<file path="config.mk">
export PLATFORM = sky130hd
export DESIGN_NAME = instr_fetch_unit
export DESIGN_NICKNAME = d
export VERILOG_FILES = /design/src/rtl/instr_fetch_unit.sv
export SDC_FILE = /design/constraint.sdc
export NUM_CORES = 1
export LEC_CHECK = 0
export ABC_AREA = 1
export BUFFER_PORTS_ARGS = -buffer_cell sky130_fd_sc_hd__buf_2
export CORE_MARGIN = 3
export CORE_UTILIZATION = 58
export CTS_BUF_LIST = sky130_fd_sc_hd__clkbuf_4
export DETAILED_ROUTE_END_ITERATION = 7
export PLACE_DENSITY = 0.88
export REMOVE_ABC_BUFFERS = 1
export SYNTH_ARGS = -nofsm -noshare
export SYNTH_HDL_FRONTEND = slang
export SYNTH_SLANG_ARGS = --single-unit
</file>
<file path="constraint.sdc">
create_clock -name Clk -period 3.8 [get_ports Clk]
set_clock_uncertainty 0.2 [all_clocks]
set_input_delay 0.19 -clock Clk [delete_from_list [all_inputs] [get_ports Clk]]
set_output_delay 0.19 -clock Clk [all_outputs]
set_load 0.005 [all_outputs]
</file>
<file path="src/rtl/instr_fetch_unit.sv">
// Instruction fetch stage: owns the PC, runs the req/ack handshake with
// instruction memory, latches the returned word into the IR and presents the
// decoded fields to the control unit and register file. Fetching stops on the
// halt opcode or when memory fails to acknowledge within TIMEOUT cycles.
module instr_fetch_unit #(
  parameter int unsigned       ADDR_W   = 32,
  parameter logic [ADDR_W-1:0] RESET_PC = '0,
  parameter logic [5:0]        HALT_OP  = 6'b111111,
  parameter int unsigned       TIMEOUT  = 15
) (
  input  logic              Clk,
  input  logic              Rst_n,
  input  logic              Run,
  input  logic              Stall,
  output logic              IMemReq,
  output logic [ADDR_W-1:0] IMemAddr,
  input  logic              IMemAck,
  input  logic [31:0]       IMemData,
  output logic [5:0]        Op,
  output logic [4:0]        Rs,
  output logic [4:0]        Rt,
  output logic [4:0]        Rd,
  output logic [15:0]       Imm,
  output logic              InstrValid,
  output logic              Halted,
  output logic              FetchErr,
  output logic [15:0]       InstrCount
);

  typedef enum logic [1:0] {
    IDLE  = 2'd0,
    FETCH = 2'd1,
    ISSUE = 2'd2,
    HALT  = 2'd3
  } fetchState_t;

  // The timeout fires on the edge that would bring the wait count to TIMEOUT,
  // so the comparison is against TIMEOUT-1 held in the counter beforehand.
  localparam logic [7:0] TIMEOUT_LAST = 8'(TIMEOUT - 1);

  fetchState_t       state;
  fetchState_t       nextState;
  logic [ADDR_W-1:0] pc;
  logic [31:0]       ir;
  logic [7:0]        timeoutCnt;
  logic              fetchErr;
  logic [15:0]       instrCount;
  logic              timeoutHit;
  logic              isHaltOp;
  logic              imemReq;
  logic              instrValid;
  logic              halted;

  assign timeoutHit = (timeoutCnt == TIMEOUT_LAST);
  assign isHaltOp   = (ir[31:26] == HALT_OP);

  // State register; reset drops straight back to IDLE so IMemReq falls
  // without waiting for a clock edge.
  always_ff @(posedge Clk or negedge Rst_n) begin
    if (!Rst_n) begin
      state <= IDLE;
    end else begin
      state <= nextState;
    end
  end

  // Next-state selection; an ack on the timeout edge takes priority over the error.
  always_comb begin
    nextState = state;
    case (state)
      IDLE: begin
        if (Run) begin
          nextState = FETCH;
        end
      end
      FETCH: begin
        if (IMemAck) begin
          nextState = ISSUE;
        end else if (timeoutHit) begin
          nextState = HALT;
        end
      end
      ISSUE: begin
        if (!Stall) begin
          if (isHaltOp) begin
            nextState = HALT;
          end else if (Run) begin
            nextState = FETCH;
          end else begin
            nextState = IDLE;
          end
        end
      end
      HALT: begin
        nextState = HALT;
      end
      default: begin
        nextState = IDLE;
      end
    endcase
  end

  // Moore outputs decoded purely from the current state.
  always_comb begin
    imemReq    = 1'b0;
    instrValid = 1'b0;
    halted     = 1'b0;
    case (state)
      FETCH:   imemReq    = 1'b1;
      ISSUE:   instrValid = 1'b1;
      HALT:    halted     = 1'b1;
      default: begin
        imemReq    = 1'b0;
        instrValid = 1'b0;
        halted     = 1'b0;
      end
    endcase
  end

  // PC and IR only move on an accepted ack, so Op stays stable everywhere else.
  always_ff @(posedge Clk or negedge Rst_n) begin
    if (!Rst_n) begin
      pc <= RESET_PC;
      ir <= '0;
    end else if (state == FETCH && IMemAck) begin
      ir <= IMemData;
      pc <= pc + ADDR_W'(4);
    end
  end

  // Ack wait counter and sticky error flag; the counter is kept at zero
  // outside FETCH so every fetch starts a fresh budget.
  always_ff @(posedge Clk or negedge Rst_n) begin
    if (!Rst_n) begin
      timeoutCnt <= '0;
      fetchErr   <= 1'b0;
    end else if (state == FETCH) begin
      if (IMemAck) begin
        timeoutCnt <= '0;
      end else if (timeoutHit) begin
        timeoutCnt <= '0;
        fetchErr   <= 1'b1;
      end else begin
        timeoutCnt <= timeoutCnt + 8'd1;
      end
    end else begin
      timeoutCnt <= '0;
    end
  end

  // Count each instruction handed to the consumer, including the halt opcode.
  always_ff @(posedge Clk or negedge Rst_n) begin
    if (!Rst_n) begin
      instrCount <= '0;
    end else if (state == ISSUE && !Stall) begin
      instrCount <= instrCount + 16'd1;
    end
  end

  assign IMemReq    = imemReq;
  assign IMemAddr   = pc;
  assign InstrValid = instrValid;
  assign Halted     = halted;
  assign FetchErr   = fetchErr;
  assign InstrCount = instrCount;
  assign Op         = ir[31:26];
  assign Rs         = ir[25:21];
  assign Rt         = ir[20:16];
  assign Rd         = ir[15:11];
  assign Imm        = ir[15:0];

endmodule

</file>
* Word level (Yosys, flattened, before mapping) *
Index checks and enable logic that the tools add are counted.
W data, S select, Z words.

cells by class
  bitwise logic cells = 1
  shifts and indexed selects = 0
  reductions and logical operators = 6
  eq/ne operators = 8
  $lt $le $gt $ge = 0
  add/subtract/negate cells = 3
  multiply operators = 0
  divide/modulo/power cells = 0
  multiplexer cells = 13

operator list
  operator                 count
  $add A32 B3 Y32 const B  1
  $mux W8                  3
  $add A16 B1 Y16 const B  1
  $mux W2                  5
  $add A8 B1 Y8 const B    1
  $eq A8 B4 Y1 const B     1
  $pmux W2 S4              1
  $eq A6 B6 Y1 const B     1
  $reduce_and A3 Y1        2
  $eq A2 B2 Y1 const B     2
  $mux W1                  4
  $ne A2 B2 Y1 const B     2
  $ne A3 B3 Y1 const B     1
  $eq A2 B1 Y1 const B     1
  $logic_and A1 B1 Y1      2
  $logic_not A2 Y1         1
  $logic_not A1 Y1         1
  $not A1 Y1               1

storage, ports and cells
  output and inout bits = 89
  word-level logic and storage cells = 37
  latch bits = 0
  ROM bits = 0
  register bits after elaboration = 91
  bits of input ports = 37
  memories kept = 0
  RAM bits = 0

* Longest topological paths before layout *
Gate-level depths: netlist of the first run.

  word-level depth = 4
  depth in mapped cells = 9
  gate-level depth less buffers = 9

* Worst setup path after synthesis of the first run *
OpenSTA, ideal clock, no wires.

  path type = register -> register
  start point = reg state[1]
  end point = reg pc[17], in the netlist IMemAddr[17]
  clock period less this slack = 1.583 ns
  cell stages (with the launch flop) = 8
  arrival time = 1.260 ns
  path buffers = 0
  setup time = 0.123 ns
  path slack = 2.217 ns
  data required time = 3.477 ns
  cell sequence = dfrtp_1 > inv_2 > nand3_4 > nor2_4 > nand2_2 > nor2_8 > nand2_1 > xor2_1

between the ends
  longest elaborated chain between the ends = 2

RTL lines
  element                 line  source
  start, declared         41    fetchState_t state;
  start signal, assigned  63    state <= nextState;
  $eq A2 B1 Y1            125   end else if (state == FETCH && IMemAck) begin
  $logic_and A1 B1 Y1     125
  end signal, assigned    127   pc <= pc + ADDR_W'(4);
  end, declared           43    logic [ADDR_W-1:0] pc;

No other way between the ends.
A chain may end at the register's enable or synchronous reset.

* Final worst setup path of the first run *
  start point = reg state[0]
  end point = reg pc[22], in the netlist IMemAddr[22]

Same word-level chain as after synthesis.

==> run_results.csv, run 1 <==
group,metric,value,unit
synth,synth_top_area_cell,"dfrtp_1",
sta,fin_ws,1.81,ns
grt,grt_overflow_total,0,
final_layout,layout.nets,720,
placed_design,placed_area,4940,µm²
worst_setup_path,crit_buf_inv,1,
drt,vias,3973,
power,peakVddDrop,0.310,mV
power,p_leak,3.03,nW
drt,drc_errors,0,
grt,grt_pass1_vias,3841,
final_layout,fill_cells,477,
placed_design,port_buffers,123,
sta,fmax,502,MHz
sta,max_slew_margin,27.9,%
synth,synth_warnings,0,
worst_setup_path,end_kind,"flip-flop",
drt,via_per_inst,5.10,
drt,post_drt_wl_per_cell,13.5,µm
clocking,post_cts_buffers,0,
worst_setup_path,startpoint,"state[0]",
grt,grt_first_pass_wirelength,17400,µm
drt,first_iter_violations,209,
clocking,clock-sinks,89,
outcome,outcome,"finished clean",
sta,maxSlewViolCount,0,
worst_setup_path,crit_slowest_cell,"dfrtp_1",
clocking,htreeDepth,3,
drt,final_antenna_net_count,0,
synth,synth.distinct_cells,31,
worst_setup_path,cp.required,3.91,ns
die,num_rows,30,
run,cap_violations,0,
sta,hold_violations,0,
final_layout,fin_cells,779,
placed_design,gp_congestion,0.884,
clocking,clockBufferDepth,2,
grt,grtUsageMet1,33.1,%
clocking,clk-insertion-delay-late,0.43,ns
die,ioPinCount,126,
worst_setup_path,crit_chain,"nand3_4, inv_2, nand2_1, nor2_2, nand3_1, xnor2_1",
worst_setup_path,worstSetupStartpointType,"flip-flop",
grt,globalRouteTotalUtil,25.4,%
sta,rsz0062_at_grt,"no",
sta,final-setup-viol-count,0,
grt,grt_util_met2,43.2,%
placed_design,post-place-ws,1.83,ns
sta,worst_pin_slew,1.08,ns
synth,synthesis.area,4270,µm²
final_layout,area_delta_synth_final,27.6,%
final_layout,antenna_cells,0,
drt,drtPass1Iterations,4,
synth,ys_ff_latch,89,
grt,grt_busiest_layer,"met2",
die,dieArea,8440,µm²
clocking,root_buffer,"clkbuf_4",
sta,finalCritPeriodShare,52.4,%
clocking,cts.clk_slew.worst_paths,0.14,ns
synth,synthCells,521,
die,core,6980,µm²
grt,gr-usage-met3,3.94,%
clocking,cts_tree,"done",
worst_setup_path,cp_top_family,"flip-flops",
synth,synth_seq_area_share,52.1,%
synth,avgSynthCellArea,8.20,µm²
die,dieWidth,91.8,µm
power,power.density,502,nW/µm²
die,fp.dieH,91.8,µm
hold_path,hold_path_class,"primary input to asynchronous set/reset pin",
drt,wl,10500,µm
final_layout,drive_above_1_share,22.4,%
sta,fin_crit,1.99,ns
placed_design,hpwlAfterDp,6990,µm
die,start_util,61.2,%
placed_design,place_inst,728,
grt,grt_max_degree,90,
worst_setup_path,max_stage_delay,0.55,ns
clocking,cts_buffers,9,
worst_setup_path,worstPathMaxFanout,37,
worst_setup_path,crit_arrival,2.10,ns
worst_setup_path,r2r-start,"state[0]",
sta,tns,0,ns
grt,antenna_found_initial,0,
final_layout,stdcell_area,5450,µm²
synth,synth_top_area_share,52.1,%
synth,synthTopCellsByArea,"dfrtp_1, nand2_1, inv_1",
worst_setup_path,crit_type,"flip-flop to flip-flop",
-- cell usage in the layout, fill, tap and decap left out, types with 2 or more instances in the layout --
master and instances:
o21ai_0 4, buf_4 2, nand2_2 2, xor2_1 17, xnor2_1 15, nand3_1 25, nand4_1 13, buf_2 122
inv_1 44, dlygate4sd3_1 36, nor2_1 44, a21oi_1 4, clkbuf_4 10, nand3b_1 3, nor2_2 3, nand2_1 211
nor3_1 13, inv_2 2, nor2_4 3, bufinv_16 2, dfrtp_1 89, conb_1 2, ha_1 4
-- registers in the layout, indices dropped and copies added (netlist names) --
register / cells
state: 2
ir: 32
InstrCount: 16
timeoutCnt: 8
FetchErr: 1
IMemAddr: 30
-- cells by family (layout without fill, tap and decap cells) --
logic type                 after synthesis  after routing  synth area share (%)
AOI/OAI and AO/OA                       11             11                  1.46
and+or+nand+nor                        323            323                  32.5
xor gates and xnor gates                32             32                  6.56
other                                    1              2                0.0877
DFF                                     89             89                  52.1
buffers and inverters                   61            222                  6.15
adders and majority gates                4              4                  1.17
-- where the power goes --
part	switching, mW	internal (mW)	total, mW
sequential	0.199	1.16	1.36
clock	0.320	0.271	0.592
combinational	0.432	0.352	0.784
total	0.952	1.79	2.74
-- what timing repair did --
item / CTS / global route
hold buffers: 36 / 0
resized for setup: 0 / 0
endpoints found under the setup margin: 0 / 0
hold endpoints to repair: 125 / 0
-- synthesized netlist by cell type, drive strengths merged --
cell type and number:
a211oi 1, o211ai 1, nand3 27, nand3b 3, ha 4, xnor2 15, nor3 14, conb 1
a21o 1, a21oi 4, nand4 13, and3 1, inv 46, xor2 17, nand2 213, clkbuf 3
clkinv 1, nor2 51, dfrtp 89, nor3b 1, o21ai 4, buf 11
-- layout make-up --
type | count | area [µm²] | share of cell area [%]
timing repair buffer | 160 | 986 | 18.1
inverter | 47 | 176 | 3.23
sequential | 89 | 2230 | 40.8
clock inverter | 5 | 81.3 | 1.49
clock buffer | 10 | 75.1 | 1.38
tap | 96 | 120 | 2.20
multi-input combinational | 372 | 1790 | 32.8
-- path summary, 6_finish.rpt --
kind | to | slack [ns] | depth (start not counted)
setup / recovery | IMemAddr[22] | 1.81 | 6
hold / removal | ir[13] | 0.28 | 2
setup reg to reg | IMemAddr[22] | 1.81 | 6
hold reg to reg | FetchErr | 0.28 | 1
max in group asynchronous | IMemAddr[3] | 2.41 | 2
min in group Clk | FetchErr | 0.28 | 1
-- worst register-to-register path, cell delays in order (launching register included) --
cell and delay, ns:
dfrtp_1 0.55, nand3_4 0.12, inv_2 0.45, nand2_1 0.15
nor2_2 0.17, nand3_1 0.11, xnor2_1 0.15
-- per-layer routing --
layer | share of wire [%] | routed length, µm
met1 | 43 | 4490
met5 | 0 | 0
met4 | 2.0 | 214
met3 | 5.2 | 543
met2 | 50 | 5260
-- stage by stage --
stage | power, mW | util (%) | hold WS (ns)
3_5_place_dp | 2.12 | 70.7 | 0.186
2_1_floorplan | 1.72 | - | -0.306
3_3_place_gp | 2.08 | 70.7 | 0.186
5_1_grt | 2.91 | 78.1 | 0.282
4_1_cts | 2.74 | 78.1 | 0.259
6_report | 2.74 | 78.1 | 0.275
(Power assumes the default switching activity.)
==> inputs of run 2 (changes only) <==
--- a/config.mk
+++ b/config.mk
@@ -8,10 +8,10 @@
 export ABC_AREA = 1
 export BUFFER_PORTS_ARGS = -buffer_cell sky130_fd_sc_hd__buf_2
 export CORE_MARGIN = 3
-export CORE_UTILIZATION = 58
+export CORE_UTILIZATION = 48
 export CTS_BUF_LIST = sky130_fd_sc_hd__clkbuf_4
 export DETAILED_ROUTE_END_ITERATION = 7
-export PLACE_DENSITY = 0.88
+export PLACE_DENSITY = 0.78
 export REMOVE_ABC_BUFFERS = 1
 export SYNTH_ARGS = -nofsm -noshare
 export SYNTH_HDL_FRONTEND = slang
==> constraint.sdc (replaced) <==
create_clock -name Clk -period 1.7 [get_ports Clk]
set_clock_uncertainty 0.2 [all_clocks]
set_input_delay 0.085 -clock Clk [delete_from_list [all_inputs] [get_ports Clk]]
set_output_delay 0.085 -clock Clk [all_outputs]
set_load 0.005 [all_outputs]
==> run 2 against run 1 <==
Compared with the run above:
- largest power group unchanged
- combinational power grew to 2.6 times the previous value
- utilization shrank 10 points
- the run now ends with negative setup slack left
- sequential share of layout area shrank 1.7 points
- flip-flop and latch count is the same
- non-clock buffer count grew 18
- critical path depth grew 2
- cell area grew 4.5%
- sequential power grew 120%
- final cell count grew 3.7%
- register-to-register slack lost 1.8 ns
==> run_results.csv, run 2 (synthesis results as in run 1) <==
group,metric,value,unit
outcome,outcome,"finished with violations",
outcome,violations,"negative setup slack",
power,power.density,1090,nW/µm²
clocking,htreeDepth,3,
drt,drtPass1Iterations,4,
die,dieArea,10100,µm²
power,peakVddDrop,0.700,mV
clocking,cts_tree,"done",
sta,finalCritPeriodShare,101,%
worst_setup_path,cp.required,1.84,ns
run,cap_violations,0,
clocking,clock-sinks,89,
worst_setup_path,worstPathMaxFanout,5,
placed_design,hpwlAfterDp,7730,µm
final_layout,final_common_cell,"nand2_1",
clocking,clockBufferDepth,2,
clocking,cts_buffers,9,
worst_setup_path,end_kind,"flip-flop",
clocking,cts.clk_slew.worst_paths,0.14,ns
worst_setup_path,crit_type,"flip-flop to flip-flop",
final_layout,final_cell_mix,"nand2_1, buf_2, dfrtp_1, inv_1, nor2_1",
power,p_sw,2.20,mW
worst_setup_path,cp_top_family,"simple AND/OR/NAND/NOR gates",
final_layout,drive_above_1_share,26.0,%
power,swShare,35.4,%
final_layout,antenna_cells,0,
drt,first_iter_violations,199,
drt,highest_layer,"met4",
worst_setup_path,max_stage_delay,0.42,ns
drt,post_drt_wl_per_cell,13.7,µm
sta,maxSlewViolCount,0,
final_layout,stdcell_area,5700,µm²
die,num_rows,33,
final_layout,layout.nets,739,
drt,via_per_inst,5.06,
die,dieWidth,100,µm
power,clkPwrFrac,19.4,%
final_layout,largest_reg_flops,32,
worst_setup_path,crit_arrival,1.86,ns
sta,final-setup-viol-count,2,
drt,wl,11100,µm
grt,grt_overflow_total,0,
final_layout,top_register,"ir",
grt,grt_max_degree,38,
worst_setup_path,worstSetupStartpointType,"flip-flop",
sta,fmax,583,MHz
grt,grt_first_pass_wirelength,17900,µm
sta,fin_crit,1.72,ns
grt,antenna_found_initial,0,
power,seq_power_share,48.3,%
drt,met1Wirelength,4780,µm
placed_design,place_inst,749,
drt,vias,4088,
sta,rsz0062_at_grt,"yes",
clocking,root_buffer,"clkbuf_4",
sta,hold_violations,0,
grt,globalRouteTotalUtil,22.1,%
die,core,8420,µm²
sta,fin_ws,-0.0161,ns
power,p_leak,3.13,nW
die,ioPinCount,126,
worst_setup_path,crit_buf_inv,1,
placed_design,gp_congestion,0.937,
final_layout,fin_cells,808,
die,start_util,50.7,%
worst_setup_path,crit_chain,"inv_2, nand3_4, nor2_4, nand2_4, nor2_4, nand3_2, nand2_1, nand2_1",
power,internal-power,4.01,mW
hold_path,hold_path_class,"primary input to flip-flop",
drt,final_antenna_net_count,0,
drt,wl_met3,640,µm
clocking,clk-insertion-delay-late,0.43,ns
sta,tns,-0.0184,ns
worst_setup_path,crit_slowest_cell,"dfrtp_1",
placed_design,port_buffers,123,
die,fp.dieH,100,µm
drt,dr_wl_met2,5420,µm
drt,drc_errors,0,
power,p_comb_share,32.3,%
final_layout,area_delta_synth_final,33.3,%
grt,grt_pass1_vias,3953,
placed_design,placed_area,5060,µm²
[run 2: cell count changes in the layout (fill, tap and decap cells not counted), sizes merged]
cell	change
dlygate4sd3	+1
bufinv	-1
nor2	+1
clkinv	-2
clkinvlp	+2
inv	+2
buf	+17
[run 2: worst paths after layout]
kind                                   start             to  slack [ns]  cells past startpoint
worst max-delay path                state[1]   IMemAddr[25]       -0.02                      8
worst min-delay path            IMemData[13]         ir[13]        0.16                      4
worst max register to register      state[1]   IMemAddr[25]       -0.02                      8
worst min register to register         ir[1]          ir[1]        0.29                      2
max in group asynchronous              Rst_n         ir[10]        0.26                      4
min in group asynchronous              Rst_n  timeoutCnt[6]        0.46                      3
[run 2: layer usage]
| metal | up-vias | global-route usage [%] |
|---|---|---|
| met4 | 0 | 8.60 |
| met3 | 20 | 3.89 |
| li1 | 1977 | - |
| met1 | 1958 | 28.7 |
| met5 | - | 0 |
| met2 | 133 | 37.0 |
[run 2: final cells by class]
| cell class | count | area (µm²) |
|---|---|---|
| Clock buffer | 10 | 75.1 |
| Clock inverter | 6 | 66.3 |
| Fill cell | 693 | 2730 |
| Inverter | 47 | 180 |
| Multi-Input combinational cell | 373 | 1870 |
| Sequential cell | 89 | 2230 |
| Tap cell | 105 | 131 |
| Timing Repair Buffer | 178 | 1150 |
[run 2: power by group through the flow]
stage | clock [mW] | combinational, mW | sequential, mW
2_1_floorplan | 0 | 0.789 | 3.06
3_3_place_gp | 0 | 1.81 | 2.99
3_5_place_dp | 0 | 1.86 | 3.00
4_1_cts | 1.24 | 1.94 | 2.97
5_1_grt | 1.34 | 2.25 | 3.05
6_report | 1.21 | 2.01 | 3.00
[run 2: stage by stage]
| stage | worst slack, ns | total power, mW | hold slack [ns] | utilization [%] |
|---|---|---|---|---|
| finish | -0.0161 | 6.21 | 0.160 | 67.6 |
| floorplan | -0.322 | 3.85 | -0.411 | - |
| detailed placement | 0.0278 | 4.86 | -0.120 | 60.1 |
| CTS | 0.0134 | 6.15 | 0.137 | 66.3 |
| global route | -0.0997 | 6.64 | 0.146 | 67.6 |
| global placement | 0.103 | 4.79 | -0.123 | 60.1 |
[run 2: worst register-to-register path, stage by stage, from the launching register on]
cell and delay [ns]:
dfrtp_1 0.42, inv_2 0.13, nand3_4 0.15, nor2_4 0.22, nand2_4 0.12, nor2_4 0.18, nand3_2 0.09, nand2_1 0.07
nand2_1 0.05
[run 2: timing repair]
item                                    in CTS  in global routing
gates resized for setup                      1                 18
buffers inserted                             0                  5
hold endpoints to repair                   149                  0
endpoints found under the setup margin       1                 24
cloned                                       0                  1
pin swaps                                    0                  9
hold buffers                                37                  0
